## src/rtl/alu_engine.sv

```systemverilog
// Multi-function ALU engine: operand registers, edge-launched operations, single-cycle logic/arith
// ops plus iterative shift-add multiply and restoring divide, with registered result and flags.
module alu_engine #(
  parameter int unsigned WIDTH = 8
) (
  input  logic             clock,
  input  logic             reset,
  input  logic [WIDTH-1:0] data_in,
  input  logic [3:0]       selector,
  input  logic             load_a,
  input  logic             load_b,
  input  logic             start,
  output logic [WIDTH-1:0] a_out,
  output logic [WIDTH-1:0] b_out,
  output logic [WIDTH-1:0] y,
  output logic [WIDTH-1:0] y_hi,
  output logic             busy,
  output logic             done,
  output logic             carry,
  output logic             zero,
  output logic             ovf,
  output logic             dbz
);

  localparam int unsigned CW  = $clog2(WIDTH);
  localparam int unsigned MSB = WIDTH - 1;

  localparam logic [1:0] StIdle = 2'd0;
  localparam logic [1:0] StRun  = 2'd1;
  localparam logic [1:0] StFin  = 2'd2;

  localparam logic [3:0] OpAdd  = 4'd0;
  localparam logic [3:0] OpSub  = 4'd1;
  localparam logic [3:0] OpAnd  = 4'd2;
  localparam logic [3:0] OpOr   = 4'd3;
  localparam logic [3:0] OpXor  = 4'd4;
  localparam logic [3:0] OpNot  = 4'd5;
  localparam logic [3:0] OpShl  = 4'd6;
  localparam logic [3:0] OpShr  = 4'd7;
  localparam logic [3:0] OpRol  = 4'd8;
  localparam logic [3:0] OpRor  = 4'd9;
  localparam logic [3:0] OpMul  = 4'd10;
  localparam logic [3:0] OpDiv  = 4'd11;
  localparam logic [3:0] OpInc  = 4'd12;
  localparam logic [3:0] OpDec  = 4'd13;
  localparam logic [3:0] OpPass = 4'd14;
  localparam logic [3:0] OpRsv  = 4'd15;

  localparam logic [CW-1:0] LastCount = CW'(WIDTH - 1);
  localparam logic [WIDTH:0] One      = (WIDTH+1)'(1);

  logic [1:0]       state;
  logic [WIDTH-1:0] a_reg;
  logic [WIDTH-1:0] b_reg;
  logic [WIDTH-1:0] op_a;
  logic [WIDTH-1:0] op_b;
  logic [3:0]       op_sel;
  logic [CW-1:0]    count;
  logic             start_q;
  logic             start_rise;
  logic             last;

  // Shared iteration registers: MUL keeps {partial high, shifting multiplier},
  // DIV keeps {partial remainder, shifting dividend/quotient}.
  logic [WIDTH-1:0] work_hi;
  logic [WIDTH-1:0] work_lo;

  logic [WIDTH:0]     mul_sum;
  logic [2*WIDTH-1:0] mul_next;
  logic [WIDTH:0]     div_shift;
  logic [WIDTH:0]     div_diff;
  logic               div_ge;
  logic [WIDTH-1:0]   div_rem_next;
  logic [WIDTH-1:0]   div_quo_next;

  logic [WIDTH:0]   add_full;
  logic [WIDTH:0]   sub_full;
  logic [WIDTH:0]   inc_full;
  logic [WIDTH:0]   dec_full;
  logic [WIDTH-1:0] alu_y;
  logic             alu_c;
  logic             alu_v;

  logic [WIDTH-1:0] res_y;
  logic [WIDTH-1:0] res_hi;
  logic             res_c;
  logic             res_z;
  logic             res_v;
  logic             res_dbz;
  logic             res_now;

  assign start_rise = start & ~start_q;
  assign last       = (count == LastCount);
  assign busy       = (state != StIdle);
  assign a_out      = a_reg;
  assign b_out      = b_reg;

  // One iteration of shift-add multiply and restoring divide.
  always_comb begin
    mul_sum      = {1'b0, work_hi} + (work_lo[0] ? {1'b0, op_a} : '0);
    mul_next     = {mul_sum, work_lo[WIDTH-1:1]};
    div_shift    = {work_hi, work_lo[MSB]};
    div_diff     = div_shift - {1'b0, op_b};
    div_ge       = ~div_diff[WIDTH];
    div_rem_next = div_ge ? div_diff[WIDTH-1:0] : div_shift[WIDTH-1:0];
    div_quo_next = {work_lo[WIDTH-2:0], div_ge};
  end

  // Single-cycle operations.
  always_comb begin
    add_full = {1'b0, op_a} + {1'b0, op_b};
    sub_full = {1'b0, op_a} - {1'b0, op_b};
    inc_full = {1'b0, op_a} + One;
    dec_full = {1'b0, op_a} - One;
    alu_y    = '0;
    alu_c    = 1'b0;
    alu_v    = 1'b0;
    case (op_sel)
      OpAdd: begin
        alu_y = add_full[WIDTH-1:0];
        alu_c = add_full[WIDTH];
        alu_v = (op_a[MSB] == op_b[MSB]) && (alu_y[MSB] != op_a[MSB]);
      end
      OpSub: begin
        alu_y = sub_full[WIDTH-1:0];
        alu_c = sub_full[WIDTH];
        alu_v = (op_a[MSB] != op_b[MSB]) && (alu_y[MSB] != op_a[MSB]);
      end
      OpAnd: alu_y = op_a & op_b;
      OpOr:  alu_y = op_a | op_b;
      OpXor: alu_y = op_a ^ op_b;
      OpNot: alu_y = ~op_a;
      OpShl: begin
        alu_y = {op_a[WIDTH-2:0], 1'b0};
        alu_c = op_a[MSB];
      end
      OpShr: begin
        alu_y = {1'b0, op_a[MSB:1]};
        alu_c = op_a[0];
      end
      OpRol: alu_y = {op_a[WIDTH-2:0], op_a[MSB]};
      OpRor: alu_y = {op_a[0], op_a[MSB:1]};
      OpInc: begin
        alu_y = inc_full[WIDTH-1:0];
        alu_c = inc_full[WIDTH];
        alu_v = ~op_a[MSB] & alu_y[MSB];
      end
      OpDec: begin
        alu_y = dec_full[WIDTH-1:0];
        alu_c = dec_full[WIDTH];
        alu_v = op_a[MSB] & ~alu_y[MSB];
      end
      OpPass: alu_y = op_b;
      default: begin
        alu_y = '0;
        alu_c = 1'b0;
        alu_v = 1'b0;
      end
    endcase
  end

  // Result selection; res_now marks the RUN cycle that commits outputs.
  always_comb begin
    res_y   = '0;
    res_hi  = '0;
    res_c   = 1'b0;
    res_z   = 1'b0;
    res_v   = 1'b0;
    res_dbz = 1'b0;
    res_now = 1'b1;
    case (op_sel)
      OpMul: begin
        res_now = last;
        res_y   = mul_next[WIDTH-1:0];
        res_hi  = mul_next[2*WIDTH-1:WIDTH];
        res_v   = |mul_next[2*WIDTH-1:WIDTH];
        res_z   = ~|mul_next;
      end
      OpDiv: begin
        if (op_b == '0) begin
          res_y   = '1;
          res_hi  = op_a;
          res_dbz = 1'b1;
        end else begin
          res_now = last;
          res_y   = div_quo_next;
          res_hi  = div_rem_next;
          res_z   = ~|div_quo_next;
        end
      end
      OpRsv: res_now = 1'b1;
      default: begin
        res_y = alu_y;
        res_c = alu_c;
        res_v = alu_v;
        res_z = ~|alu_y;
      end
    endcase
  end

  always_ff @(posedge clock or posedge reset) begin
    if (reset) begin
      state   <= StIdle;
      a_reg   <= '0;
      b_reg   <= '0;
      op_a    <= '0;
      op_b    <= '0;
      op_sel  <= '0;
      count   <= '0;
      start_q <= 1'b0;
      work_hi <= '0;
      work_lo <= '0;
      y       <= '0;
      y_hi    <= '0;
      carry   <= 1'b0;
      zero    <= 1'b0;
      ovf     <= 1'b0;
      dbz     <= 1'b0;
      done    <= 1'b0;
    end else begin
      start_q <= start;
      done    <= 1'b0;
      case (state)
        StIdle: begin
          if (load_a) a_reg <= data_in;
          if (load_b) b_reg <= data_in;
          if (start_rise) begin
            op_a    <= a_reg;
            op_b    <= b_reg;
            op_sel  <= selector;
            count   <= '0;
            work_hi <= '0;
            work_lo <= (selector == OpDiv) ? a_reg : b_reg;
            state   <= StRun;
          end
        end
        StRun: begin
          count <= count + 1'b1;
          if (op_sel == OpMul) begin
            work_hi <= mul_next[2*WIDTH-1:WIDTH];
            work_lo <= mul_next[WIDTH-1:0];
          end else begin
            work_hi <= div_rem_next;
            work_lo <= div_quo_next;
          end
          if (res_now) begin
            y     <= res_y;
            y_hi  <= res_hi;
            carry <= res_c;
            zero  <= res_z;
            ovf   <= res_v;
            dbz   <= res_dbz;
            done  <= 1'b1;
            state <= StFin;
          end
        end
        StFin:   state <= StIdle;
        default: state <= StIdle;
      endcase
    end
  end

endmodule

```

## config.mk

```make
export PLATFORM = sky130hd
export DESIGN_NAME = alu_engine
export DESIGN_NICKNAME = d
export VERILOG_FILES = /design/src/rtl/alu_engine.sv
export SDC_FILE = /design/constraint.sdc
export NUM_CORES = 1
export LEC_CHECK = 0
export CORE_ASPECT_RATIO = 0.9
export CORE_MARGIN = 2
export CORE_UTILIZATION = 59
export DETAILED_ROUTE_END_ITERATION = 8
export PLACE_DENSITY = 0.86
export SYNTH_ARGS = -nofsm -noshare
export SYNTH_HDL_FRONTEND = slang
export SYNTH_SLANG_ARGS = --single-unit
```

## constraint.sdc

```tcl
create_clock -name clock -period 3.9 [get_ports clock]
set_clock_uncertainty 0.15 [all_clocks]
set_input_delay 0.78 -clock clock [delete_from_list [all_inputs] [get_ports clock]]
set_output_delay 0.78 -clock clock [all_outputs]
set_load 0.01 [all_outputs]
```

# Word-level counts from Yosys, hierarchy flattened
# Cells that the tools add are included.
# totals
regBits,79
input_bits,17
# classes
n_addsub,7
eq_ne,24
n_mux,31
n_bitwise,11
reduce_logical,22
# ops
op,n
$pmux W8 S13,1
$mux W8,9
$pmux W8 S2,3
$eq A4 B4 Y1 const B,9
$pmux W8 S3,1
$reduce_or A8 Y1,3
$add A8 B8 Y9,2
$eq A4 B3 Y1 const B,4
$reduce_or A16 Y1,1
$reduce_and A2 Y1,6
$add A8 B1 Y9 const B,1
$sub A8 B1 Y9 const B,1
$sub A8 B8 Y9,1
$sub A9 B8 Y9,1
$and A8 B8 Y8,1
$eq A4 B2 Y1 const B,2
$logic_not A8 Y1,1
$not A8 Y8,1
$or A8 B8 Y8,1
$xor A8 B8 Y8,1
$mux W1,7
$pmux W1 S6,1
$pmux W3 S2,1
$eq A4 B1 Y1 const B,1
21 further kinds,35

# Depth between registers and ports, before layout
# logic_depth
depth_word,6
depth_mapped,12
depth_no_buf,11

# Least setup slack after synthesis
# Ideal clock, no wire load.
# synth_timing
kind,reg2reg
start,register op_a[4]
end,register ovf
setup_time_ns,0.126
arrival_time_ns,2.723
slack_ns,0.901
stages_incl_launch_ff,12
synth_period_minus_slack_ns,2.999
path_cell_list,dfrtp_1 > clkbuf_1 > clkbuf_1 > and2_1 > ha_1 > o21a_1 > o31a_1 > o311a_1 > o22a_1 > nor4_1 > a21oi_1 > o32a_1
# synth_via
elab_chain_cells,5
# synth_lines
item,line,rtl
start: declaration,55,logic [WIDTH-1:0] op_a;
start signal: assignment,228,op_a <= a_reg;
$sub A8 B8 Y9 (tied with other cells),112,"sub_full = {1'b0, op_a} - {1'b0, op_b};"
$ne A1 B1 Y1 (tied with other cells),127,alu_v = (op_a[MSB] != op_b[MSB]) && (alu_y[MSB] != op_a[MSB]);
$logic_and A1 B1 Y1 (tied with other cells),127,
$pmux W1 S4,118,case (op_sel)
$pmux W1 S2 (*),171,case (op_sel)
end signal: assignment,251,ovf <= res_v;
end: declaration,21,"output logic ovf,"
# Every way passes the cells marked *; elsewhere a longest branch is shown, timed or not.
# A chain may end at the register's enable or synchronous reset.

# Worst setup path in the final report
# layout_timing
start,register work_lo[7]
end,register work_hi[5]
# layout_via
elab_chain_cells,4
# layout_lines
item,line,rtl
start: declaration,66,logic [WIDTH-1:0] work_lo;
start signal: assignment,233,work_lo <= (selector == OpDiv) ? a_reg : b_reg;
start signal: assignment,241,work_lo <= mul_next[WIDTH-1:0];
start signal: assignment,244,work_lo <= div_quo_next;
$sub A9 B8 Y9,103,"div_diff = div_shift - {1'b0, op_b};"
$mux W8,105,div_rem_next = div_ge ? div_diff[WIDTH-1:0] : div_shift[WIDTH-1:0];
$mux W8,239,if (op_sel == OpMul) begin
$pmux W8 S2,223,case (state)
end signal: assignment,240,work_hi <= mul_next[2*WIDTH-1:WIDTH];
end signal: assignment,243,work_hi <= div_rem_next;
end: declaration,65,logic [WIDTH-1:0] work_hi;
# Every way passes these cells.

==> metrics.cfg <==
[timing]
max_freq_ghz=0.291
worstMarginPinSlew_ns=1.22
setup_viol=0
period_minus_slack_ns=3.43
slew_viol_final=0
final-hold-violation-count=0
hold_ws_ns=0.335
min_period_over_period_pct=88.1
slew_headroom_pct=18.6
grt_setup_unrepaired=false
fin_setup_tns_ns=0
setup_slack_ns=0.466

[routing]
totalWireLength_mm=20.9
vias=6151
dr.pass1.iters=6
vias_per_cell=6.78
ant_nets=0
wl_per_cell_um=23.0
drc=0
drt-initial-drc-count=742

[cells_and_area]
regArea_sq_mm=0.00198
multi_input_comb_area_sq_mm=0.00404
drive_gt1_share_pct=10.4
final_area_sq_mm=0.00737
antenna_cells=0
area_growth_syn_to_layout_pct=15.8
final_cell_mix=dfrtp_1, nand2_1, clkdlybuf4s50_1
final_common_cell=dfrtp_1
nets=840
fillerInstances=768

[clocking]
cts_sinks=79
cts.path.max_buffers=2
post_cts_buffers=0
clk_pin_slew_ns=0.06
insertion_delay_ns=0.34
cts_buffers=9
htreeDepth=3
cts_resized=0
cts-root-buf=clkbuf_16
postCtsHoldBufs=0
cts_tree=yes

[floorplan]
die_w_um=114
num_rows=35
core-area_sq_mm=0.0104
dieHeight_um=103
die-area_sq_mm=0.0116
initial_core_util_pct=61.4
io_pins=55

[synth]
yosysWarnings=0
async_flop_share_pct=100
synth_nets=798
synth-seq-cells=79
seq_area_frac_synth_pct=31.0
synth.avg_cell_area_sq_um=8.71
syn-cell-area_sq_mm=0.00637
synthFlopType=dfrtp_1
syn_inst=731
synth_edf_count=0
yosysUniqueCellTypes=80

[min_path]
hold_end=y[6]$_DFFE_PP0P_
hp-class=flop to flop
hp-start=y[6]$_DFFE_PP0P_
worst_hold_path.num_cells=2

[critical_path]
crit_arrival_ns=3.46
slowest_delay_ns=0.43
reg2reg_depth=12
critical_path_class=flop to flop
cp_top_family=compound AO/OA/AOI/OAI gates
worstPathMaxFanout=8
reg2reg_slack_ns=0.47
cp-end-kind=flop
crit_chain=inv_1, ha_1, inv_1, fa_1, a21oi_1, o211ai_1, o41ai_1, xnor2_1, buf_4, mux2_2, a21oi_1, o21ai_0
slowest_stage=dfrtp_1
r2r_start=work_lo[7]$_DFFE_PP0P_
worstSetupStartpointType=flop
worstReg2RegEnd=work_hi[5]$_DFFE_PP0P_
critPathBufInv=3
cp.required_ns=3.93

[placement]
post-place-ws_ns=0.518
dp_hpwl_mm=15.6
place_area_sq_mm=0.00707
routabilityCongestion=0.985
port_buffers=54

[power]
vdd_ir_drop_max_uv=446
power-per-cell-area_mw_per_mm2=792
p_leak_nw=3.27
p_total_mw=5.84

[global_route]
grt_pass1_vias=5908
grt_overflow=0
grt_use_total_pct=37.3
grt_pass1_wl_mm=33.2
antenna_found_initial=0
grt_max_degree=39

[outcome]
outcome=complete, no violations

[run]
maxCapViolations=0

-- report_power, final --
| part | switching, mW | leakage, nW | internal [mW] |
|---|---|---|---|
| Combinational | 1.98 | 2.14 | 1.51 |
| Sequential | 0.374 | 0.981 | 1.09 |
| Clock | 0.363 | 0.147 | 0.520 |
| Total | 2.72 | 3.27 | 3.12 |
-- cells in the mapped netlist (17+ instances only) --
cell type   n  area share [%]
a21oi_1    35             2.8
inv_1      36             2.1
nor2b_1    18             1.8
ha_1       46             9.0
mux2i_1    28             4.4
nand3_1    23             1.8
mux2_2     22             3.9
o21ai_0    46             3.6
clkbuf_1   27             1.6
nor2_1     43             2.5
dfrtp_1    79              31
nor3_1     17             1.3
nand2_1    75             4.4
-- sequential cells by signal, indices dropped and copies added (netlist names), 2 cells and up --
signal   count
a_out        8
op_b         8
b_out        8
op_sel       4
state        2
work_lo      8
work_hi      8
op_a         8
y            8
y_hi         8
count        3
-- cell families (layout without fill, tap and decap cells) --
| logic type | count (synthesis) | count (layout) | share of synthesized area [%] |
|---|---|---|---|
| multiplexers | 51 | 51 | 8.65 |
| buffers and inverters | 87 | 134 | 5.70 |
| adder cells (fa/ha/maj) | 50 | 50 | 10.3 |
| AO/OA/AOI/OAI | 203 | 203 | 22.2 |
| XOR/XNOR | 21 | 21 | 2.89 |
| AND/OR/NAND/NOR | 240 | 240 | 19.2 |
| flip-flops | 79 | 79 | 31.0 |
-- final cells by class --
type,instances,share of cell area [%]
Multi-Input combinational cell,565,54.8
Sequential cell,79,26.8
Timing Repair Buffer,82,10.2
Clock buffer,11,3.29
Tap cell,129,2.19
Inverter,36,1.85
Clock inverter,5,0.865
-- how the worst max path moves through the flow --
stage | from | endpoint | slack, ns | cells past startpoint
2_1_floorplan | op_a[4]$_DFFE_PP0P_ | ovf$_DFFE_PP0P_ | 0.90 | 11
3_3_place_gp | work_lo[7]$_DFFE_PP0P_ | work_hi[5]$_DFFE_PP0P_ | 0.60 | 12
3_5_place_dp | work_lo[7]$_DFFE_PP0P_ | work_hi[5]$_DFFE_PP0P_ | 0.52 | 12
4_1_cts | work_lo[7]$_DFFE_PP0P_ | work_hi[5]$_DFFE_PP0P_ | 0.52 | 12
5_1_grt | work_lo[7]$_DFFE_PP0P_ | work_hi[5]$_DFFE_PP0P_ | 0.18 | 12
6_report | work_lo[7]$_DFFE_PP0P_ | work_hi[5]$_DFFE_PP0P_ | 0.47 | 12
-- metal layers --
layer | wire length (um) | track usage [%] | share of wire, % | vias up
li1 | - | - | - | 2759
met1 | 8870 | 53.9 | 42 | 2947
met2 | 9100 | 57.9 | 44 | 398
met3 | 2220 | 5.47 | 11 | 47
met4 | 699 | 13.5 | 3.3 | 0
met5 | 0 | 0 | 0 | -
-- worst register-to-register path, cell delays in order (launching register included) --
cell,delay [ns]
dfrtp_1,0.43
inv_1,0.10
ha_1,0.16
inv_1,0.05
fa_1,0.40
a21oi_1,0.21
o211ai_1,0.15
o41ai_1,0.33
xnor2_1,0.42
buf_4,0.29
mux2_2,0.36
a21oi_1,0.14
o21ai_0,0.08
-- through the flow --
stage          utilization [%]  cells
2_1_floorplan                -    731
3_3_place_gp              68.1    891
3_5_place_dp              68.1    891
4_1_cts                   71.0    907
5_1_grt                   71.0    907
6_report                  71.0    907
No activity file was read; power rests on OpenSTA's default activity.
